==> src/rtl/key_serializer.sv <==
// Keyboard scancode serializer: buffers bytes in a small FIFO and emits
// UART-style frames (start, 8 data LSB first, odd parity, stop) to the encryptor.

module key_fifo #(
  parameter int DEPTH = 4,
  parameter int AW    = $clog2(DEPTH)
) (
  input  logic         clock,
  input  logic         reset,
  input  logic         push,
  input  logic [7:0]   wr_data,
  input  logic         pop,
  output logic [7:0]   rd_data,
  output logic [AW:0]  count
);
  logic [DEPTH-1:0][7:0] mem;
  logic [AW-1:0]         wr_ptr, rd_ptr;

  // Storage carries no reset; only the pointers define what is valid.
  always_ff @(posedge clock) begin
    if (push) mem[wr_ptr] <= wr_data;
  end

  always_ff @(posedge clock) begin
    if (reset) begin
      wr_ptr <= '0;
      rd_ptr <= '0;
      count  <= '0;
    end else begin
      if (push) wr_ptr <= wr_ptr + 1'b1;
      if (pop)  rd_ptr <= rd_ptr + 1'b1;
      case ({push, pop})
        2'b10:   count <= count + 1'b1;
        2'b01:   count <= count - 1'b1;
        default: count <= count;
      endcase
    end
  end

  assign rd_data = mem[rd_ptr];
endmodule

module key_serializer #(
  parameter int CLKS_PER_BIT = 4,
  parameter int FIFO_DEPTH   = 4
) (
  input  logic                         clock,
  input  logic                         reset,
  input  logic [7:0]                   key_data,
  input  logic                         key_valid,
  output logic                         key_ready,
  output logic                         ser_out,
  output logic                         bit_strobe,
  output logic                         busy,
  output logic [$clog2(FIFO_DEPTH):0]  fifo_count
);
  localparam int             AW       = $clog2(FIFO_DEPTH);
  localparam logic [AW:0]    FULL     = (AW+1)'(FIFO_DEPTH);
  localparam logic [7:0]     LAST_CNT = 8'(CLKS_PER_BIT - 1);

  typedef enum logic [2:0] {IDLE, START, DATA, PARITY, STOP} state_t;

  typedef struct packed {
    logic [7:0] sh;
    logic       par;
    logic [2:0] idx;
    logic [7:0] cnt;
  } frame_t;

  typedef struct packed {
    logic ser;
    logic strobe;
    logic busy;
  } out_t;

  state_t     st, st_d;
  frame_t     fr, fr_d;
  out_t       out_q, out_d;
  logic       push, pop, last, load;
  logic [7:0] head;

  assign key_ready = (fifo_count < FULL);
  assign push      = key_valid & key_ready;

  key_fifo #(.DEPTH(FIFO_DEPTH)) u_fifo (
    .clock   (clock),
    .reset   (reset),
    .push    (push),
    .wr_data (key_data),
    .pop     (pop),
    .rd_data (head),
    .count   (fifo_count)
  );

  assign last = (fr.cnt == LAST_CNT);
  // A new frame starts from IDLE or straight out of the final STOP cycle.
  assign load = (fifo_count != '0) && ((st == IDLE) || ((st == STOP) && last));

  always_comb begin
    st_d = st;
    fr_d = fr;
    pop  = 1'b0;
    case (st)
      IDLE: ;
      START: begin
        if (last) begin
          fr_d.cnt = '0;
          st_d     = DATA;
        end else fr_d.cnt = fr.cnt + 8'd1;
      end
      DATA: begin
        if (last) begin
          fr_d.cnt = '0;
          fr_d.sh  = {1'b0, fr.sh[7:1]};
          fr_d.idx = fr.idx + 3'd1;
          if (fr.idx == 3'd7) st_d = PARITY;
        end else fr_d.cnt = fr.cnt + 8'd1;
      end
      PARITY: begin
        if (last) begin
          fr_d.cnt = '0;
          st_d     = STOP;
        end else fr_d.cnt = fr.cnt + 8'd1;
      end
      STOP: begin
        if (last) begin
          fr_d.cnt = '0;
          st_d     = IDLE;
        end else fr_d.cnt = fr.cnt + 8'd1;
      end
      default: st_d = IDLE;
    endcase
    if (load) begin
      pop      = 1'b1;
      st_d     = START;
      fr_d.sh  = head;
      fr_d.par = ~^head;
      fr_d.idx = '0;
      fr_d.cnt = '0;
    end
  end

  // Line outputs are a registered decode of the FSM, one cycle behind it.
  always_comb begin
    out_d.busy   = (st != IDLE);
    out_d.strobe = (st != IDLE) && (fr.cnt == '0);
    case (st)
      START:   out_d.ser = 1'b0;
      DATA:    out_d.ser = fr.sh[0];
      PARITY:  out_d.ser = fr.par;
      default: out_d.ser = 1'b1;
    endcase
  end

  always_ff @(posedge clock) begin
    if (reset) begin
      st    <= IDLE;
      fr    <= '0;
      out_q <= '{ser: 1'b1, strobe: 1'b0, busy: 1'b0};
    end else begin
      st    <= st_d;
      fr    <= fr_d;
      out_q <= out_d;
    end
  end

  assign ser_out    = out_q.ser;
  assign bit_strobe = out_q.strobe;
  assign busy       = out_q.busy;
endmodule

==> config.mk <==
export PLATFORM = sky130hd
export DESIGN_NAME = key_serializer
export DESIGN_NICKNAME = d
export VERILOG_FILES = /design/src/rtl/key_serializer.sv
export SDC_FILE = /design/constraint.sdc
export NUM_CORES = 1
export LEC_CHECK = 0
export ABC_AREA = 1
export CAP_MARGIN = 0
export CORE_MARGIN = 10
export CORE_UTILIZATION = 60
export CTS_CLUSTER_DIAMETER = 150
export DETAILED_ROUTE_END_ITERATION = 10
export PLACE_DENSITY = 0.92
export SYNTH_ARGS = -nofsm -noshare
export SYNTH_HDL_FRONTEND = slang
export SYNTH_SLANG_ARGS = --single-unit
==> constraint.sdc <==
create_clock -name clock -period 5.2 [get_ports clock]
set_input_delay 1.56 -clock clock [delete_from_list [all_inputs] [get_ports clock]]
set_output_delay 1.56 -clock clock [all_outputs]
set_load 0.05 [all_outputs]
==> results of run 1 <==
==> sequential cells by signal (all words and copies together) (netlist names) <==
name           cells
u_fifo.mem        32
fr                20
st                 3
u_fifo.count       3
u_fifo.rd_ptr      2
u_fifo.wr_ptr      2
bit_strobe         1
busy               1
ser_out            1
==> metal layers <==
| metal | vias up | global-route usage | routed length (um) | part of all wire |
|---|---|---|---|---|
| met3 | 15 | 0.0517 | 344 | 0.054 |
| met4 | 0 | 0.0874 | 164 | 0.026 |
| met2 | 75 | 0.272 | 3160 | 0.50 |
| li1 | 1255 | - | - | - |
| met1 | 1161 | 0.168 | 2660 | 0.42 |
| met5 | - | 0 | 0 | 0 |
==> area by class of cell <==
| type | count | share of cell area |
|---|---|---|
| multi-input cells | 256 | 0.369 |
| repair buffers | 17 | 0.0478 |
| clock buffers | 15 | 0.0556 |
| well taps | 70 | 0.0246 |
| inverters | 42 | 0.0450 |
| flip-flops and latches | 65 | 0.456 |
| clock inverters | 1 | 0.00176 |
==> cells in the final DEF (no fill, tap or decap) <==
cell type                           n
sky130_fd_sc_hd__o211ai_2           1
sky130_fd_sc_hd__a22oi_1            1
sky130_fd_sc_hd__o21a_1             1
sky130_fd_sc_hd__ha_1               9
sky130_fd_sc_hd__xor2_1             1
sky130_fd_sc_hd__inv_4              2
sky130_fd_sc_hd__nor3b_2            3
sky130_fd_sc_hd__o22ai_1            1
sky130_fd_sc_hd__a211oi_2           1
sky130_fd_sc_hd__nand2_1          128
sky130_fd_sc_hd__o21ai_2            1
sky130_fd_sc_hd__xnor2_1            1
sky130_fd_sc_hd__clkbuf_16          1
sky130_fd_sc_hd__edfxtp_1          32
sky130_fd_sc_hd__o21ai_1            5
sky130_fd_sc_hd__clkdlybuf4s50_1   17
sky130_fd_sc_hd__nor3_2             1
sky130_fd_sc_hd__nor4_1             1
sky130_fd_sc_hd__nor2_1            22
sky130_fd_sc_hd__nand2_2            1
sky130_fd_sc_hd__a31oi_1            3
sky130_fd_sc_hd__nor2_4             2
sky130_fd_sc_hd__nor3_1             1
sky130_fd_sc_hd__clkbuf_1           2
sky130_fd_sc_hd__clkbuf_8          12
sky130_fd_sc_hd__nand3_1           23
sky130_fd_sc_hd__inv_2             12
sky130_fd_sc_hd__nor2_8             2
sky130_fd_sc_hd__dfxtp_1           33
sky130_fd_sc_hd__nand3_2            5
sky130_fd_sc_hd__inv_1             29
sky130_fd_sc_hd__nor2_2             1
sky130_fd_sc_hd__fa_1               1
sky130_fd_sc_hd__a21oi_1           25
sky130_fd_sc_hd__o21ai_0           13
sky130_fd_sc_hd__nand4_1            2
==> through the flow <==
stage	setup slack [ns]	instances
final	2.05	466
after global routing	1.88	466
after CTS	2.02	466
after detailed placement	1.76	450
after global placement	1.85	450
after floorplan	2.33	371
==> worst reg2reg max path: cells and delay by family, from the launching register on <==
| family | cells | cell delay (ns) |
|---|---|---|
| AOI/OAI and AO/OA | 5 | 0.99 |
| adders and majority gates | 3 | 0.91 |
| buffers and inverters | 1 | 0.07 |
| DFF | 1 | 0.37 |
| and+or+nand+nor | 2 | 0.29 |
==> report_power, final <==
group          leakage [nW]  switching (mW)  internal [mW]
combinational         0.871           0.653          0.295
clock                 0.105           0.187          0.242
sequential            0.563          0.0838          0.645
==> path summary, 6_finish.rpt <==
check,from,cells past startpoint,slack [ns],endpoint
worst max-delay path,u_fifo.count[2]$_SDFFE_PP0P_,2,2.05,key_ready
worst max register to register,fr[0]$_SDFFE_PP0P_,11,2.46,u_fifo.count[2]$_SDFFE_PP0P_
worst min-delay path,fr[19]$_SDFFE_PP0P_,2,0.46,fr[19]$_SDFFE_PP0P_
worst min register to register,fr[19]$_SDFFE_PP0P_,2,0.46,fr[19]$_SDFFE_PP0P_
==> cells by family (layout without fill, tap and decap cells) <==
kind of cell	count (synthesis)	in the layout
adder cells (fa/ha/maj)	10	10
AO/OA/AOI/OAI	52	52
XOR/XNOR	2	2
AND/OR/NAND/NOR	192	192
flip-flops	65	65
buffers and inverters	50	75
==> results by group, run 1 <==
STA
  – Clock skew: 0.00737 ns
  – Measured slew at the worst slew-check pin: 0.752 ns
  – Count of endpoints failing hold in the final timing report: 0
  – Fin crit share: 0.606
  – Pins over their slew limit: 0
  – Worst slew margin relative to its limit: 0.497
  – Highest achievable clock rate: 0.317 GHz
  – Sum of negative setup slack: 0 ns
  – Final setup violating endpoints: 0
  – Tightest hold margin: 0.464 ns
  – Unrepaired setup endpoints after global routing: false
  – Final critical-path required period: 3.15 ns

Drt
  – Antenna violation net count after detailed routing: 0
  – Routed wire length: 6.33 mm
  – Initial DRC count: 211
  – First-pass detailed-route iteration total: 5
  – Detail-routed via count per cell: 5.38
  – DRC Markers: 0
  – Routed wire length per instance: 13.6 um
  – Via total after detailed routing: 2506

Clock tree
  – Number of hold buffers added after cts: 0
  – Clock insertion delay at the later pin of the skew report: 0.34 ns
  – Post-cts sizing count: 0
  – CTS H-Tree Depth: 3
  – TritonCTS Buffers: 9
  – Post-CTS setup buffers: 0
  – Clock tree root driver cell: sky130_fd_sc_hd__clkbuf_8
  – Clock transition at the registers of the reported paths: 0.07 ns
  – Max Root-Sink Buffers: 2
  – TritonCTS clock tree: yes
  – Number of sinks on the clock net: 65

Final layout
  – Fraction of layout instances using a drive strength above 1: 0.114
  – Multi-input logic area: 1310 um^2
  – Post-Layout Inst Area: 3560 um^2
  – Diode count: 0
  – Sequential cell area in the final layout: 1620 um^2
  – Number of nets in the finished design: 412
  – Post-Route Utilization: 0.696
  – Syn-to-layout area delta: 12.5%
  – Fill cell total of the finished layout: 378

Place
  – Global placer's final weighted congestion: 0.829
  – Post-DP HPWL: 4.39 mm
  – Placed Instance Area: 3350 um^2
  – Buffers on Ports: 17

GRT
  – Vias in the first global route: 2448
  – Global-route wire length before repair: 10.9 mm
  – Pin count of the biggest net entering global routing: 20
  – Leftover overflow at the end of global routing: 0
  – All-layer global routing usage: 0.158
  – Antenna violations before repair: 0

Worst setup path
  – Type of element capturing the critical path: output port
  – Kind of launch point of the worst setup path: register
  – Maximum cell stage delay along the critical path: 0.82 ns
  – Largest fanout of any net on the critical path: 5
  – Arrival time worst endpoint: 1.59 ns
  – Largest delay contributor family on the critical path: buffers and inverters
  – Critical path, cell by cell: inv_1 > clkdlybuf4s50_1
  – CP Buf/Inv Count: 2
  – Critical path type: register to output port
  – Cell with the largest stage delay on the worst path: sky130_fd_sc_hd__clkdlybuf4s50_1
  – Required time at the endpoint of the critical path: 3.64 ns

Floorplanning
  – Die Area: 8570 um^2
  – Die height: 92.6 um
  – Initial cell density of the core: 0.619
  – Number of cell rows: 26
  – Chip width: 92.6 um
  – Top-Level Pins: 18
  – Core footprint: 5110 um^2

Yosys
  – Average size of a mapped cell: 8.52 um^2
  – Post-synthesis share of cell area spent on and, or, nand and nor gates: 0.277
  – Synth Cell Area: 3160 um^2
  – Count of warnings emitted by yosys: 0
  – Cell count after synthesis: 371
  – Fraction of the mapped netlist area in compound gates: 0.0914
  – Dominant cells by area after synthesis: sky130_fd_sc_hd__edfxtp_1, sky130_fd_sc_hd__dfxtp_1, sky130_fd_sc_hd__nand2_1
  – Ys flop type: sky130_fd_sc_hd__dfxtp_1
  – Number of enable flip-flop cells after synthesis: 32
  – Xor and xnor area share after synthesis: 0.00554
  – Number of storage elements in the synthesis netlist: 65
  – Nets in the synthesized netlist: 392
  – Adder-cell area share of the yosys netlist: 0.0419
  – Share of Yosys cell area claimed by the top area cell type: 0.304
  – Post-synthesis sequential area ratio: 0.513
  – Most frequent cell after synthesis: sky130_fd_sc_hd__nand2_1
  – Post-synth cell types: 36
  – Main combinational cell family by area after synthesis: simple AND/OR/NAND/NOR gates
  – Top cell type by total area after synthesis: sky130_fd_sc_hd__edfxtp_1
  – Fraction of synthesis flops using an asynchronous set or reset pin: 0
  – Most frequent cells after synthesis: sky130_fd_sc_hd__nand2_1, sky130_fd_sc_hd__dfxtp_1, sky130_fd_sc_hd__edfxtp_1
  – Multiplexer area fraction after synthesis: 0

Power and ir drop
  – Power Density: 592 nW/um^2
  – Cell leakage power: 1.54 nW
  – IR drop worst, VDD: 0.296 mV
  – Total power after layout: 2.11 mW

Status
  – Status: finished, final reports clean

Worst hold path
  – Worst min-delay path class: register to register

Flow run
  – # Max-Cap Violations: 0
(Power assumes the default switching activity.)
==> inputs of run 2 (changes only) <==
Settings changed: CORE_UTILIZATION 60 to 53, PLACE_DENSITY 0.92 to 0.87.
Clock period 5.2 ns to 2.8 ns, I/O delays scaled along.
==> results by group, run 2 (same netlist as run 1, synthesis figures left out) <==
Status
  – Status: finished, final reports clean

Worst setup path
  – Kind of launch point of the worst setup path: register
  – Arrival time worst endpoint: 1.59 ns
  – Worst setup path endpoint: key_ready
  – Cell with the largest stage delay on the worst path: sky130_fd_sc_hd__clkdlybuf4s50_1
  – R2R Path End: u_fifo.count[2]$_SDFFE_PP0P_
  – R2R Setup Slk: 0.53 ns
  – Type of element capturing the critical path: output port
  – CP startpoint: u_fifo.count[2]$_SDFFE_PP0P_
  – Largest fanout of any net on the critical path: 5
  – Critical path type: register to output port
  – Reg2reg path depth: 11
  – Critical path, cell by cell: inv_1 > clkdlybuf4s50_1
  – Startpoint of the worst register-to-register path: fr[0]$_SDFFE_PP0P_
  – Required time at the endpoint of the critical path: 1.96 ns
  – Maximum cell stage delay along the critical path: 0.82 ns

Final layout
  – Most common library cell in the layout ignoring fill and taps: sky130_fd_sc_hd__nand2_1
  – Syn-to-layout area delta: 13.0%
  – Post-Route Utilization: 0.611
  – Sequential cell area in the final layout: 1620 um^2
  – Diode count: 0
  – Fraction of layout instances using a drive strength above 1: 0.129
  – Top register by number of flip-flops: u_fifo.mem
  – Number of standard cells in the final layout excluding fillers: 478
  – Fill cell total of the finished layout: 483
  – Multi-input logic area: 1310 um^2
  – Most frequent cells in the layout: sky130_fd_sc_hd__nand2_1, sky130_fd_sc_hd__dfxtp_1, sky130_fd_sc_hd__edfxtp_1
  – Number of nets in the finished design: 419
  – Largest registers in the final layout: u_fifo.mem: 32 flops, fr: 20 flops
  – Flip-flop count of the largest register, all copies and words added: 32

Floorplanning
  – Initial cell density of the core: 0.540
  – Chip width: 97.2 um
  – Top-Level Pins: 18
  – Core footprint: 5850 um^2
  – Die Area: 9450 um^2
  – Number of cell rows: 28
  – Die height: 97.2 um

Drt
  – Initial DRC count: 153
  – Routed wire length per instance: 12.7 um
  – Via total after detailed routing: 2457
  – First-pass detailed-route iteration total: 4
  – Detail-routed via count per cell: 5.14
  – DRC Markers: 0
  – Antenna violation net count after detailed routing: 0
  – Routed wire length: 6.05 mm

Power and ir drop
  – Switching part of the total power: 0.449
  – Seq pwr share: 0.357
  – Part of the power in combinational logic: 0.470
  – Power Density: 1060 nW/um^2
  – Cell leakage power: 1.55 nW
  – IR drop worst, VDD: 0.463 mV
  – Fraction of power consumed by the clock network: 0.174
  – Power Internal: 2.09 mW
  – Total net switching power: 1.70 mW

Place
  – Post-DP HPWL: 4.26 mm
  – Global placer's final weighted congestion: 0.801
  – Number of placed instances, taps included: 462
  – Buffers on Ports: 17

GRT
  – Global-route wire length before repair: 10.4 mm
  – Antenna violations before repair: 0
  – Vias in the first global route: 2334
  – Pin count of the biggest net entering global routing: 20
  – All-layer global routing usage: 0.131
  – Leftover overflow at the end of global routing: 0

Clock tree
  – TritonCTS clock tree: yes
  – Clock transition at the registers of the reported paths: 0.07 ns
  – Post-CTS setup buffers: 0
  – Number of sinks on the clock net: 65
  – Clock insertion delay at the later pin of the skew report: 0.34 ns
  – Post-cts sizing count: 0
  – TritonCTS Buffers: 9
  – Number of hold buffers added after cts: 0
  – Clock tree root driver cell: sky130_fd_sc_hd__clkbuf_8
  – CTS H-Tree Depth: 3
  – Max Root-Sink Buffers: 2

STA
  – Count of endpoints failing hold in the final timing report: 0
  – Worst slew margin relative to its limit: 0.500
  – Clock skew: 0.00567 ns
  – Fin crit share: 0.867
  – Unrepaired setup endpoints after global routing: false
  – Measured slew at the worst slew-check pin: 0.749 ns
  – Tightest hold margin: 0.470 ns
  – Sum of negative setup slack: 0 ns
  – Final critical-path required period: 2.43 ns
  – Highest achievable clock rate: 0.412 GHz
  – Final setup violating endpoints: 0
  – Pins over their slew limit: 0

Flow run
  – # Max-Cap Violations: 0

Worst hold path
  – Worst min-delay path class: register to register
## run 2: routing by layer
layer	wire (um)	global-route usage	vias to the layer above
li1	-	-	1269
met3	335	0.0441	6
met5	0	0	-
met4	72	0.0638	0
met1	2580	0.137	1128
met2	3060	0.231	54
## run 2: area by class of cell
| class | count | area share |
|---|---|---|
| clock buffers | 9 | 0.0347 |
| clock inverters | 7 | 0.0105 |
| inverters | 42 | 0.0448 |
| multi-input cells | 256 | 0.368 |
| flip-flops and latches | 65 | 0.454 |
| well taps | 75 | 0.0263 |
| repair buffers | 24 | 0.0623 |
## run 2: worst min-delay path by stage
| stage | end | depth (start not counted) | from | slack (ns) |
|---|---|---|---|---|
| detailed placement | fr[19]$_SDFFE_PP0P_ | 2 | fr[19]$_SDFFE_PP0P_ | 0.46 |
| finish | fr[19]$_SDFFE_PP0P_ | 2 | fr[19]$_SDFFE_PP0P_ | 0.47 |
| CTS | fr[19]$_SDFFE_PP0P_ | 2 | fr[19]$_SDFFE_PP0P_ | 0.47 |
| global route | fr[19]$_SDFFE_PP0P_ | 2 | fr[19]$_SDFFE_PP0P_ | 0.49 |
| floorplan | fr[19]$_SDFFE_PP0P_ | 2 | fr[19]$_SDFFE_PP0P_ | 0.44 |
| global placement | fr[19]$_SDFFE_PP0P_ | 2 | fr[19]$_SDFFE_PP0P_ | 0.45 |
## run 2: worst max-delay path, delay by kind of cell (launching register included)
family                 cells  cell delay [ns]
buffers and inverters      2             0.93
DFF                        1             0.31
## run 2: power by group through the flow
| stage | clock network, mW | registers (mW) | logic (mW) |
|---|---|---|---|
| 2_1_floorplan | 0 | 1.41 | 1.35 |
| 3_3_place_gp | 0 | 1.35 | 1.69 |
| 3_5_place_dp | 0 | 1.36 | 1.77 |
| 4_1_cts | 0.680 | 1.35 | 1.78 |
| 5_1_grt | 0.716 | 1.37 | 2.04 |
| 6_report | 0.658 | 1.35 | 1.78 |
## run 2: through the flow
stage	setup slack, ns	cell area, um^2	total power, mW
2_1_floorplan	0.108	3160	2.76
3_3_place_gp	0.345	3410	3.05
3_5_place_dp	0.217	3410	3.14
4_1_cts	0.345	3570	3.81
5_1_grt	0.294	3570	4.13
6_report	0.372	3570	3.79
==> inputs of run 3 (changes only) <==
Settings changed: CELL_PAD_IN_SITES_DETAIL_PLACEMENT set to 0, CELL_PAD_IN_SITES_GLOBAL_PLACEMENT set to 1, CORE_MARGIN 10 to 3, CORE_UTILIZATION 53 to 49, PLACE_DENSITY 0.87 to 0.95.
Clock period 2.8 ns to 3 ns, I/O delays scaled along.
==> results by group, run 3 (same netlist as run 1, synthesis figures left out) <==
Status
  – Status: finished, final reports clean

Final layout
  – Post-Layout Inst Area: 3600 um^2
  – Most frequent cells in the layout: sky130_fd_sc_hd__nand2_1, sky130_fd_sc_hd__dfxtp_1, sky130_fd_sc_hd__edfxtp_1
  – Largest registers in the final layout: u_fifo.mem: 32 flops, fr: 20 flops
  – Sequential cell area in the final layout: 1620 um^2
  – Diode count: 0
  – Most common library cell in the layout ignoring fill and taps: sky130_fd_sc_hd__nand2_1
  – Fill cell total of the finished layout: 560
  – Top register by number of flip-flops: u_fifo.mem
  – Number of nets in the finished design: 417
  – Fraction of layout instances using a drive strength above 1: 0.125
  – Flip-flop count of the largest register, all copies and words added: 32
  – Syn-to-layout area delta: 14.0%
  – Multi-input logic area: 1310 um^2

Floorplanning
  – Core footprint: 6100 um^2
  – Die Area: 7450 um^2
  – Top-Level Pins: 18
  – Chip width: 86.3 um
  – Initial cell density of the core: 0.519
  – Number of cell rows: 28
  – Die height: 86.3 um

Clock tree
  – Max Root-Sink Buffers: 2
  – Clock transition at the registers of the reported paths: 0.07 ns
  – Clock tree root driver cell: sky130_fd_sc_hd__clkbuf_8
  – Post-cts sizing count: 0
  – TritonCTS clock tree: yes
  – CTS H-Tree Depth: 3
  – TritonCTS Buffers: 9
  – Post-CTS setup buffers: 0
  – Clock insertion delay at the later pin of the skew report: 0.34 ns
  – Number of sinks on the clock net: 65
  – Number of hold buffers added after cts: 0

Place
  – Buffers on Ports: 17
  – Global placer's final weighted congestion: 0.820
  – Placed Instance Area: 3400 um^2
  – Post-DP HPWL: 4.38 mm

GRT
  – Global-route met3 utilization: 0.0485
  – Global-route wire length before repair: 10.2 mm
  – Most used routing layer in global routing: met2
  – Vias in the first global route: 2164
  – All-layer global routing usage: 0.175
  – Pin count of the biggest net entering global routing: 20
  – Met1 track demand over resource: 0.246
  – Met2 track utilization from global routing: 0.262
  – Antenna violations before repair: 0
  – Leftover overflow at the end of global routing: 0

STA
  – Count of endpoints failing hold in the final timing report: 0
  – Final setup violating endpoints: 0
  – Sum of negative setup slack: 0 ns
  – Final critical-path required period: 2.50 ns
  – Measured slew at the worst slew-check pin: 0.659 ns
  – Clock skew: 0.00896 ns
  – Pins over their slew limit: 0
  – Highest achievable clock rate: 0.400 GHz
  – Fin crit share: 0.833
  – Unrepaired setup endpoints after global routing: false
  – Worst slew margin relative to its limit: 0.559

Drt
  – Routed wire length: 5.87 mm
  – Via total after detailed routing: 2411
  – Routed wire length per instance: 12.4 um
  – Initial DRC count: 152
  – First-pass detailed-route iteration total: 4
  – Detail-routed via count per cell: 5.08
  – DRC Markers: 0
  – Antenna violation net count after detailed routing: 0

Worst setup path
  – Kind of launch point of the worst setup path: register
  – Critical path type: register to output port
  – Arrival time worst endpoint: 1.60 ns
  – Largest delay contributor family on the critical path: buffers and inverters
  – Type of element capturing the critical path: output port
  – Maximum cell stage delay along the critical path: 0.83 ns
  – Critical path, cell by cell: inv_1 > clkdlybuf4s50_1
  – Required time at the endpoint of the critical path: 2.10 ns
  – Largest fanout of any net on the critical path: 5
  – Cell with the largest stage delay on the worst path: sky130_fd_sc_hd__clkdlybuf4s50_1
  – CP Buf/Inv Count: 2

Power and ir drop
  – IR drop worst, VDD: 0.813 mV
  – Power Density: 1020 nW/um^2
  – Cell leakage power: 1.56 nW

Flow run
  – # Max-Cap Violations: 0

Worst hold path
  – Worst min-delay path class: register to register
run 3: changes by cell type in the layout (fill, tap and decap cells not counted):
cell / delta
sky130_fd_sc_hd__bufinv_16: +2
sky130_fd_sc_hd__clkinv_1: -1
sky130_fd_sc_hd__buf_4: -2
sky130_fd_sc_hd__clkinv_2: -2
run 3: area by class of cell:
| type | instances | area share |
|---|---|---|
| clock buffer | 9 | 0.0344 |
| clock inverter | 6 | 0.0233 |
| inverter | 42 | 0.0444 |
| multi-input combinational | 256 | 0.364 |
| sequential | 65 | 0.450 |
| tap | 75 | 0.0260 |
| timing repair buffer | 22 | 0.0576 |
run 3: tightest hold or removal path, delay by kind of cell (launching register included):
kind               cells  cell delay, ns
and+or+nand+nor        1            0.06
DFF                    1            0.32
AOI/OAI and AO/OA      1            0.05
run 3: final timing paths:
kind	start	end	slack (ns)	depth (start not counted)
hold reg to reg	fr[19]$_SDFFE_PP0P_	fr[19]$_SDFFE_PP0P_	0.47	2
setup / recovery	u_fifo.count[2]$_SDFFE_PP0P_	key_ready	0.50	2
hold / removal	fr[19]$_SDFFE_PP0P_	fr[19]$_SDFFE_PP0P_	0.47	2
setup reg to reg	fr[0]$_SDFFE_PP0P_	u_fifo.count[2]$_SDFFE_PP0P_	0.78	11
run 3: per-layer routing:
layer,wire length [um],part of all wire
met3,273,0.047
met5,0,0
met2,2660,0.45
met1,2850,0.49
met4,80,0.014
run 3: per-stage QoR:
step / util / std cells / hold slack, ns / setup WS [ns] / power, mW
after floorplan: - / 371 / 0.439 / 0.308 / 2.58
after global placement: 0.557 / 460 / 0.452 / 0.465 / 2.88
after detailed placement: 0.557 / 460 / 0.457 / 0.407 / 2.91
after CTS: 0.591 / 475 / 0.467 / 0.490 / 3.70
after global routing: 0.591 / 475 / 0.492 / 0.435 / 4.04
final: 0.591 / 475 / 0.470 / 0.500 / 3.68
run 3: power breakdown:
group,internal [mW],switching (mW),total [mW]
Clock,0.459,0.327,0.785
Sequential,1.12,0.142,1.26
Combinational,0.539,1.10,1.64
Total,2.11,1.57,3.68
